`config.mk`:
```
export PLATFORM = sky130hd
export DESIGN_NAME = bounce_shifter
export DESIGN_NICKNAME = d
export VERILOG_FILES = /design/src/rtl/bounce_shifter.sv
export SDC_FILE = /design/constraint.sdc
export NUM_CORES = 1
export LEC_CHECK = 0
export BUFFER_PORTS_ARGS = -buffer_cell sky130_fd_sc_hd__buf_2
export CAP_MARGIN = 40
export CORE_MARGIN = 4
export CORE_UTILIZATION = 48
export DETAILED_ROUTE_END_ITERATION = 8
export PLACE_DENSITY = 0.86
export SLEW_MARGIN = 5
export SYNTH_ARGS = -nofsm -noshare
export SYNTH_HDL_FRONTEND = slang
export SYNTH_SLANG_ARGS = --single-unit
```
`constraint.sdc`:
```
create_clock -name clk -period 1.52 [get_ports clk]
set_input_delay 0.304 -clock clk [delete_from_list [all_inputs] [get_ports clk]]
set_output_delay 0.304 -clock clk [all_outputs]
set_load 0.02 [all_outputs]
```
`src/rtl/bounce_shifter.sv`:
```
// bounce_shifter: parametrised one-hot shift-pattern generator.
// A single '1' travels across an N-bit register. It can bounce between the
// two ends, rotate right, rotate left, or stay frozen. A prescaler sets how
// often it steps. Each end raises a one-cycle terminal-count pulse, and a
// wrapping counter counts completed periods.
//
// Ports:
//   clk           rising-edge clock
//   rstna         asynchronous active-low reset
//   clr           synchronous clear to the reset state (highest priority)
//   ena           count enable; when low, prescaler, Q and dir hold
//   mode[1:0]     00 bounce, 01 rotate right, 10 rotate left, 11 freeze
//   div[DIV_W]    step once every div+1 enabled cycles
//   Q[N]          registered one-hot pattern
//   dir           1 = moving right (toward bit 0), 0 = moving left
//   tc_lsb        one-cycle pulse when the '1' arrives at bit 0
//   tc_msb        one-cycle pulse when the '1' arrives at bit N-1
//   period_count  completed periods, wraps modulo 2^CNT_W
module bounce_shifter #(
    parameter int unsigned N     = 8,
    parameter int unsigned DIV_W = 4,
    parameter int unsigned CNT_W = 8
) (
    input  logic             clk,
    input  logic             rstna,
    input  logic             clr,
    input  logic             ena,
    input  logic [1:0]       mode,
    input  logic [DIV_W-1:0] div,
    output logic [N-1:0]     Q,
    output logic             dir,
    output logic             tc_lsb,
    output logic             tc_msb,
    output logic [CNT_W-1:0] period_count
);

    localparam logic [1:0] MODE_BOUNCE = 2'b00;
    localparam logic [1:0] MODE_ROT_R  = 2'b01;
    localparam logic [1:0] MODE_ROT_L  = 2'b10;
    localparam logic [1:0] MODE_FREEZE = 2'b11;

    localparam logic [N-1:0] Q_RST = {1'b1, {(N-1){1'b0}}};

    logic [DIV_W-1:0] presc_q, presc_d;
    logic [N-1:0]     q_q, q_d;
    logic             dir_q, dir_d;
    logic             tc_lsb_q, tc_lsb_d;
    logic             tc_msb_q, tc_msb_d;
    logic [CNT_W-1:0] cnt_q, cnt_d;
    logic             active_c;
    logic             step_c;
    logic             period_done_c;

    // Prescaler, pattern movement, terminal counts and period counting
    always_comb begin
        presc_d       = presc_q;
        q_d           = q_q;
        dir_d         = dir_q;
        cnt_d         = cnt_q;
        active_c      = ena && (mode != MODE_FREEZE);
        step_c        = active_c && (presc_q == div);
        period_done_c = 1'b0;

        // A div lowered below presc fails the compare until presc wraps
        if (active_c) begin
            presc_d = step_c ? '0 : presc_q + DIV_W'(1);
        end

        if (step_c) begin
            case (mode)
                MODE_BOUNCE: begin
                    // Reverse and move in the same step so no end dwell
                    if (dir_q) begin
                        if (q_q[0]) begin
                            dir_d = 1'b0;
                            q_d   = q_q << 1;
                        end else begin
                            q_d = q_q >> 1;
                        end
                    end else begin
                        if (q_q[N-1]) begin
                            dir_d = 1'b1;
                            q_d   = q_q >> 1;
                        end else begin
                            q_d = q_q << 1;
                        end
                    end
                end
                MODE_ROT_R: begin
                    dir_d = 1'b1;
                    q_d   = {q_q[0], q_q[N-1:1]};
                end
                MODE_ROT_L: begin
                    dir_d = 1'b0;
                    q_d   = {q_q[N-2:0], q_q[N-1]};
                end
                default: ;
            endcase
        end

        tc_lsb_d = step_c && q_d[0];
        tc_msb_d = step_c && q_d[N-1];

        // A period ends at the LSB, except in rotate-left where it ends at the MSB
        period_done_c = (mode == MODE_ROT_L) ? tc_msb_d : tc_lsb_d;
        if (period_done_c) begin
            cnt_d = cnt_q + CNT_W'(1);
        end
    end

    // State registers; clr overrides any step in the same cycle
    always_ff @(posedge clk or negedge rstna) begin
        if (!rstna) begin
            presc_q  <= '0;
            q_q      <= Q_RST;
            dir_q    <= 1'b1;
            tc_lsb_q <= 1'b0;
            tc_msb_q <= 1'b0;
            cnt_q    <= '0;
        end else if (clr) begin
            presc_q  <= '0;
            q_q      <= Q_RST;
            dir_q    <= 1'b1;
            tc_lsb_q <= 1'b0;
            tc_msb_q <= 1'b0;
            cnt_q    <= '0;
        end else begin
            presc_q  <= presc_d;
            q_q      <= q_d;
            dir_q    <= dir_d;
            tc_lsb_q <= tc_lsb_d;
            tc_msb_q <= tc_msb_d;
            cnt_q    <= cnt_d;
        end
    end

    assign Q            = q_q;
    assign dir          = dir_q;
    assign tc_lsb       = tc_lsb_q;
    assign tc_msb       = tc_msb_q;
    assign period_count = cnt_q;

endmodule

```
==> results of run 1 <==
-- timing repair --
action                                 4_1_cts  5_1_grt
resized for setup                           23       31
setup buffers                                9        6
hold buffers                                 1        0
endpoints found under the hold margin       21        0
setup endpoints to repair                   15       24
pin swaps                                   10       13
-- cell usage after synthesis, types with 3 or more instances --
library cell / number
nor3_1: 3
or3_1: 3
and2_1: 3
a211oi_1: 7
nor2_1: 10
xor2_1: 4
clkbuf_1: 3
a21o_1: 5
nand2_1: 13
nand3_1: 4
nand2b_1: 3
a222oi_1: 3
o21ai_0: 9
ha_1: 6
mux2_2: 3
a21oi_1: 10
buf_2: 3
nor4_1: 3
inv_1: 5
dfrtp_1: 21
nor2b_1: 4
-- tightest hold or removal path: stages --
cell and delay (ns):
buf_2 0.08, nand2b_1 0.10, nand2_1 0.09, a21oi_1 0.06
-- power by group --
| group | leakage [nW] | switching, mW | total [mW] | internal [mW] |
|---|---|---|---|---|
| Clock | 0.0150 | 0.184 | 0.287 | 0.103 |
| Sequential | 0.313 | 0.00974 | 0.631 | 0.622 |
| Combinational | 0.708 | 0.145 | 0.253 | 0.108 |
-- area by class of cell --
cell class	instances	share of cell area [%]
Clock buffer	4	1.212
Inverter	5	0.8656
Sequential cell	23	26.66
Multi-Input combinational cell	117	45.93
Tap cell	31	1.789
Timing Repair Buffer	69	23.54
-- layer usage --
layer	part of all wire [%]	wire length [µm]	global-route usage [%]	vias up
met5	0	0	0	-
met4	3.0	142	8.182	0
met3	5.8	281	2.893	15
met2	53	2527	43.64	69
met1	39	1862	31.69	766
li1	-	-	-	695
-- path summary, 6_finish.rpt --
check                                  end  slack (ns)  cells after the start
max in group asynchronous             Q[7]        0.68                      2
min in group asynchronous  period_count[6]        0.47                      2
min reg2reg                period_count[7]        0.56                      2
min                             presc_q[1]        0.37                      4
max reg2reg                period_count[3]       -0.36                      6
max                        period_count[3]       -0.36                      6
-- cell families (layout without fill, tap and decap cells) --
group	after synthesis	after routing	synth area share [%]
AO/OA/AOI/OAI	49	49	24.09
XOR/XNOR	5	5	3.122
adder cells (fa/ha/maj)	6	6	5.352
buffers and inverters	12	78	3.568
flip-flops	23	23	41.21
multiplexers	3	3	2.408
AND/OR/NAND/NOR	54	54	20.25
-- per-stage QoR --
step	instance area (µm²)	util, %
after global placement	1785	64.19
final	2168	77.96
after floorplan	1448	-
after CTS	1999	71.88
after detailed placement	1785	64.19
after global routing	2168	77.96
-- sequential cells by signal (all words and copies together) (netlist names) --
register,cells
tc_lsb,1
presc_q,4
dir,1
tc_msb,1
Q,8
period_count,8
==> reports/qor.txt, run 1 <==
sequential area share after synthesis = 41.21%
buffers and inverters on the worst path = 1
vias = 1545
Worst IR Drop VDD = 0.4929 mV
register area = 578.1 µm²
PD cells = 540.4 mW/mm²
Initial Util = 50.43%
GRT Overall Usage = 24.90%
Die Area = 0.003851 mm²
max_cap viols = 0
Post-synth EDFFs = 0
Final Slew Violations = 0
GRT Residual Overflow = 0
Worst Skew = 0.01485 ns
fillers = 170
CP max-delay cell = dfstp_2
synthesized net count = 168
Wirelength per Cell = 19.33 µm
clock buffer depth = 2
Initial DRT Pass Iterations = 7
1st-iter DRT viols = 117
layout cells sized above 1 = 50.46%
fin cells = 249
r2r startpoint = dir
clock-pin slew on the worst setup and hold paths = 0.13 ns
multi-input logic area = 996.0 µm²
cts bufs inserted = 3
Yosys warnings = 0
number of synthesized register bits = 23
mean post-synth cell area = 9.228 µm²
Die Wd = 62.06 µm
I/O Pins = 29
ys async rst share = 100.0%
post-synthesis instance total = 152
status = finished with violations
Slew headroom = 66.28%
cell type with the largest total area after synthesis = dfrtp_1
Final WS setup = -0.3598 ns
CORE AREA = 0.002781 mm²
Worst Setup Path Type = flop to flop
final setup vio count = 21
most frequent cells in the layout = 28 x buf_4, 27 x buf_2, 21 x dfrtp_1, 12 x buf_6, 10 x nand2_1
worst-margin pin slew = 0.5058 ns
vias in the first global route = 1465
H-Tree Depth = 1
crit path DAT = 2.14 ns
placed cells = 231
Remaining DRCs = 0
delay-heaviest family, CP = simple AND/OR/NAND/NOR gates
Setup Slack @ Placement = -0.4257 ns
worst-path cell chain = or2_4 > a41oi_4 > nand3b_1 > buf_6 > or4_4 > a21oi_2
largest net degree at the start of global routing = 24
worst-path fanout max = 5
Worst-Skew Late Latency = 0.32 ns
WHS = 0.3672 ns
initial antenna violation count = 0
number of nets in the layout = 235
final setup TNS = -4.663 ns
HP Class = input pin to flop
Worst Path Required = 1.78 ns
Fin. Hold Viols = 0
commonest non-fill, non-tap cell in the layout = buf_4
Slowest Stage Delay on Critical Path = 0.58 ns
Rows = 19
DRT antenna net count = 0
CP endpoint kind = flop
I/O Buffers = 28
ys flop type = dfrtp_1
Yosys top cell area share = 37.47%
RePlAce Congestion = 0.9233
synth unique cells = 42
RSZ-0062 raised after global routing = true
CTS tree = yes
min-delay src = ena
first-pass GRT wire length = 7.086 mm
f_max = 532.0 MHz
Tcrit/Tclk final = 123.7%
failing checks = setup timing
Clock Root Buffer = clkbuf_4
Power Total = 1.172 mW
WL final = 4.813 mm
critical path startpoint = dir
minimum clock period = 1.880 ns
post-synthesis cell area = 0.001403 mm²
clk sinks = 23
ranking of synthesized cells by area = dfrtp_1 37%, ha_1 5.4%, a211oi_1 3.7%
HPWL Detailed = 2.957 mm
synth-to-layout area growth = 54.59%
Startpoint Class = flop
P_leak = 1.036 nW
Vias/cell = 6.205
Die H = 62.06 µm
Antenna Cells = 0
Note: power is estimated with default switching activity, not from simulation.
==> run 2, diff against run 1 <==
Settings changed: CORE_UTILIZATION 48 to 54, PLACE_DENSITY 0.86 to 0.91.
Clock period 1.52 ns to 1.95 ns, I/O delays scaled along.
==> run 2 against run 1 <==
The flow now finishes without violations; sequential power fell by 22%; non-clock buffer count fell by 29; final area fell by 23%; clock-buffer cell count fell by 1; final cell count fell by 12%; clock power fell by 17%; first-iteration DRC count did not move; largest cell class unchanged.
==> reports/qor.txt, run 2 (same netlist as run 1, synthesis figures left out) <==
Worst IR Drop VDD = 0.3554 mV
RePlAce Congestion = 0.8782
synth-to-layout area growth = 19.00%
PD cells = 515.4 mW/mm²
minimum clock period = 1.860 ns
Die Wd = 58.97 µm
Die H = 58.97 µm
HP Class = input pin to asynchronous set/reset pin
GRT Overall Usage = 20.28%
Slowest Stage Delay on Critical Path = 0.58 ns
DRT antenna net count = 0
Startpoint Class = flop
Initial DRT Pass Iterations = 4
CP endpoint kind = flop
P_leak = 0.8354 nW
clock-pin slew on the worst setup and hold paths = 0.14 ns
Worst Setup Path Type = flop to flop
switching portion of total power = 28.60%
RSZ-0062 raised after global routing = false
worst-margin pin slew = 0.5285 ns
Vias/cell = 6.032
Worst Path Required = 2.21 ns
final setup vio count = 0
CP max-delay cell = dfstp_2
most frequent cells in the layout = 28 x buf_2, 21 x dfrtp_1, 13 x nand2_1, 12 x buf_4
CORE AREA = 0.002477 mm²
Remaining DRCs = 0
number of nets in the layout = 206
Fin. Hold Viols = 0
Initial Util = 56.62%
initial antenna violation count = 0
met2 usage = 35.17%
met1 Track Usage GR = 25.25%
Die Area = 0.003477 mm²
max_cap viols = 0
largest net degree at the start of global routing = 24
Clock Root Buffer = clkbuf_4
# hold bufs at CTS = 0
clock buffer depth = 2
WL final = 3.360 mm
Antenna Cells = 0
Gate power share = 15.0%
sw power = 0.2460 mW
Post-CTS Resized = 0
final setup TNS = 0 ns
Seq pwr share = 57.4%
Worst Skew = 0.003516 ns
1st-iter DRT viols = 117
Rows = 18
vias = 1321
crit path DAT = 2.12 ns
delay-heaviest family, CP = simple AND/OR/NAND/NOR gates
status = complete, no violations
met3 Usage GRT = 3.947%
Slew headroom = 64.76%
Clk network pwr share = 27.6%
f_max = 537.6 MHz
worst-path cell chain = or2_2 > a41oi_1 > nand3b_1 > buf_4 > or3_1 > a21oi_1
first-pass GRT wire length = 5.533 mm
worst-path fanout max = 8
commonest non-fill, non-tap cell in the layout = buf_2
Setup Slack @ Placement = 0.002201 ns
gr busiest metal = met2
Final Slew Violations = 0
Wirelength per Cell = 15.34 µm
buffers and inverters on the worst path = 1
I/O Buffers = 28
vias in the first global route = 1295
GRT Residual Overflow = 0
Tcrit/Tclk final = 95.40%
post-CTS setup buffers = 0
cts bufs inserted = 3
clk sinks = 23
Final WS setup = 0.08977 ns
I/O Pins = 29
CTS tree = yes
HPWL Detailed = 2.517 mm
layout cells sized above 1 = 27.51%
Worst-Skew Late Latency = 0.32 ns
H-Tree Depth = 1
Pint = 0.6142 mW
run 2: cell types whose count changed in the layout (fill, tap and decap cells not counted), moves of 3 or more:
cell / change
a21oi_1: +5
a21oi_2: -5
buf_6: -12
nand2_1: +3
buf_4: -16
mux2_4: -3
o21ai_0: +3
mux2_2: +3
run 2: metal layers:
| layer | vias to the layer above | routed length [µm] |
|---|---|---|
| li1 | 634 | - |
| met1 | 630 | 1447 |
| met2 | 49 | 1660 |
| met3 | 8 | 208 |
| met4 | 0 | 44 |
| met5 | - | 0 |
run 2: power groups by stage:
| stage | logic (mW) | clock network (mW) | registers (mW) |
|---|---|---|---|
| floorplan | 0.0695 | 0 | 0.506 |
| global placement | 0.123 | 0 | 0.502 |
| detailed placement | 0.129 | 0 | 0.502 |
| CTS | 0.129 | 0.235 | 0.494 |
| global route | 0.142 | 0.256 | 0.495 |
| finish | 0.129 | 0.237 | 0.494 |
run 2: worst paths after layout:
kind	startpoint	cells past startpoint	end	slack, ns
min in group clk	clr	2	period_count[1]	0.36
hold / removal	rstna	1	period_count[5]	0.02
hold reg to reg	period_count[7]	2	period_count[7]	0.58
max in group asynchronous	rstna	1	Q[7]	1.56
setup / recovery	dir	6	period_count[7]	0.09
setup reg to reg	dir	6	period_count[7]	0.09
run 2: cell type report:
cell class	instances	area, µm²
sequential	23	578.1
clock buffer	3	22.52
multi-input combinational	117	774.5
timing repair buffer	40	230.2
clock inverter	1	7.507
inverter	5	18.77
fill	215	808.3
tap	30	37.54
run 2: metrics by stage:
stage / hold slack, ns / area (µm²) / util (%) / power [mW] / cells
final: 0.02418 / 1669 / 67.37 / 0.8602 / 219
after global placement: 0.3853 / 1639 / 66.16 / 0.6245 / 215
after global routing: 0.05221 / 1669 / 67.37 / 0.8934 / 219
after floorplan: 0.09441 / 1403 / - / 0.5756 / 152
after detailed placement: 0.3970 / 1639 / 66.16 / 0.6310 / 215
after CTS: 0.04089 / 1669 / 67.37 / 0.8580 / 219
==> run 3, diff against run 2 <==
Settings changed: BUFFER_PORTS_ARGS -buffer_cell sky130_fd_sc_hd__buf_2 to unset, CORE_UTILIZATION 54 to 60, DONT_BUFFER_PORTS set to 1, PLACE_DENSITY 0.91 to 0.88.
==> run 3 against run 2 <==
Sequential share of layout area is 2.2 points higher; clock-buffer cell count stayed put; final area is 5.9% lower; critical path depth is 1 higher; core utilization is 3.6 points higher; clock power is 5% lower; sequential power hardly changed; die area is 8.7% lower; first-iteration DRC count is 28% lower; hold slack better by 0.10 ns; clock skew is 0.0020 ns lower; critical endpoint is now period_count[5]; largest cell class unchanged; largest power group unchanged; highest routed layer unchanged.
==> reports/qor.txt, run 3 (same netlist as run 1, synthesis figures left out) <==
Power Total = 0.8310 mW
Worst Setup Path Type = flop to flop
PD cells = 529.2 mW/mm²
worst-margin pin slew = 0.3559 ns
clock buffer depth = 2
max_cap viols = 0
Initial DRT Pass Iterations = 4
placed inst area = 0.001496 mm²
Wirelength per Cell = 17.42 µm
buffers and inverters on the worst path = 2
clk sinks = 23
number of nets in the layout = 181
I/O Pins = 29
f_max = 525.9 MHz
r2r startpoint = dir
crit path DAT = 2.15 ns
R2R Path End = period_count[5]
first-pass GRT wire length = 5.589 mm
Worst Path Required = 2.20 ns
Worst Skew = 0.001560 ns
P_leak = 0.7118 nW
min-delay src = clr
fillers = 175
CORE AREA = 0.002212 mm²
Die Wd = 56.35 µm
Slew headroom = 76.25%
RePlAce Congestion = 0.9593
Worst R2R Setup Slack = 0.05 ns
status = complete, no violations
design area = 0.001570 mm²
GRT Overall Usage = 21.70%
layout cells sized above 1 = 17.68%
Die H = 56.35 µm
Hold Path End = Q[4]
worst-path cell chain = buf_4 > nand2_1 > a41oi_2 > nand3b_1 > buf_6 > or3_1 > a21oi_1
commonest non-fill, non-tap cell in the layout = dfrtp_1
CTS tree = yes
Slowest Stage Delay on Critical Path = 0.39 ns
Remaining DRCs = 0
HP Class = input pin to flop
Vias/cell = 6.547
I/O Buffers = 0
clock-pin slew on the worst setup and hold paths = 0.13 ns
WL final = 3.344 mm
Clock Root Buffer = clkbuf_4
worst-path fanout max = 8
GRT Residual Overflow = 0
Die Area = 0.003175 mm²
Initial Util = 63.40%
R2R cell count = 7
most frequent cells in the layout = 21 x dfrtp_1, 12 x nand2_1, 12 x buf_4, 10 x a21oi_1, 10 x nor2_1
RSZ-0062 raised after global routing = true
HPWL Detailed = 2.446 mm
cts bufs inserted = 3
hold path cells = 1
Worst IR Drop VDD = 0.4394 mV
Antenna Cells = 0
vias in the first global route = 1253
DRT antenna net count = 0
Rows = 17
delay-heaviest family, CP = simple AND/OR/NAND/NOR gates
Tcrit/Tclk final = 97.51%
initial antenna violation count = 0
final setup vio count = 0
1st-iter DRT viols = 84
synth-to-layout area growth = 11.95%
largest net degree at the start of global routing = 24
Fin. Hold Viols = 0
CP max-delay cell = dfstp_2
CP endpoint kind = flop
H-Tree Depth = 1
Final Slew Violations = 0
vias = 1257
Startpoint Class = flop
minimum clock period = 1.901 ns
Worst-Skew Late Latency = 0.31 ns
run 3: cell count changes in the layout (fill, tap and decap cells not counted), sizes merged:
cell,previous run,this run
clkinvlp,1,0
buf,40,14
dlygate4sd3,0,1
clkinv,0,1
run 3: timing repair:
item,4_1_cts,5_1_grt
hold buffers,1,0
hold endpoints to repair,23,0
endpoints found under the setup margin,0,6
resized for setup,0,5
setup buffers,0,1
run 3: cell type report:
class	instances	area [µm²]	share of cell area [%]
clock buffers	3	22.52	1.434
clock inverters	1	5.005	0.3187
inverters	5	18.77	1.195
multi-input cells	117	784.5	49.96
flip-flops and latches	23	578.1	36.81
well taps	28	35.03	2.231
repair buffers	15	126.4	8.048
run 3: how the worst max path moves through the flow:
stage               slack, ns  cells past startpoint        from              end
finish                   0.05                      7         dir  period_count[5]
global route            -0.05                      6  presc_q[0]  period_count[7]
floorplan                0.18                      9     mode[1]  period_count[6]
CTS                      0.07                      6        Q[7]  period_count[7]
global placement         0.14                      7     mode[1]  period_count[3]
detailed placement       0.09                      6         dir  period_count[5]
run 3: power breakdown:
part / switching (mW) / internal, mW / total, mW
clock: 0.147 / 0.0765 / 0.224
combinational: 0.0658 / 0.0469 / 0.113
sequential: 0.0101 / 0.485 / 0.495
run 3: metal layers:
layer  vias up  share of wire, %  global-route usage (%)
met1       609                40                   25.69
met3         2               8.1                   7.816
met5         -                 0                       0
li1        590                 -                       -
met2        56                51                   36.89
met4         0              0.48                   6.102
run 3: per-stage QoR:
step	setup WS (ns)	std cells	hold slack (ns)	TNS, ns	utilization (%)
floorplan	0.1781	152	0.09441	0	-
global placement	0.1449	185	0.09507	0	67.65
detailed placement	0.08696	185	0.09493	0	67.65
CTS	0.06700	190	0.1157	0	69.34
global route	-0.04926	192	0.09260	-0.1388	70.98
finish	0.04851	192	0.1273	0	70.98
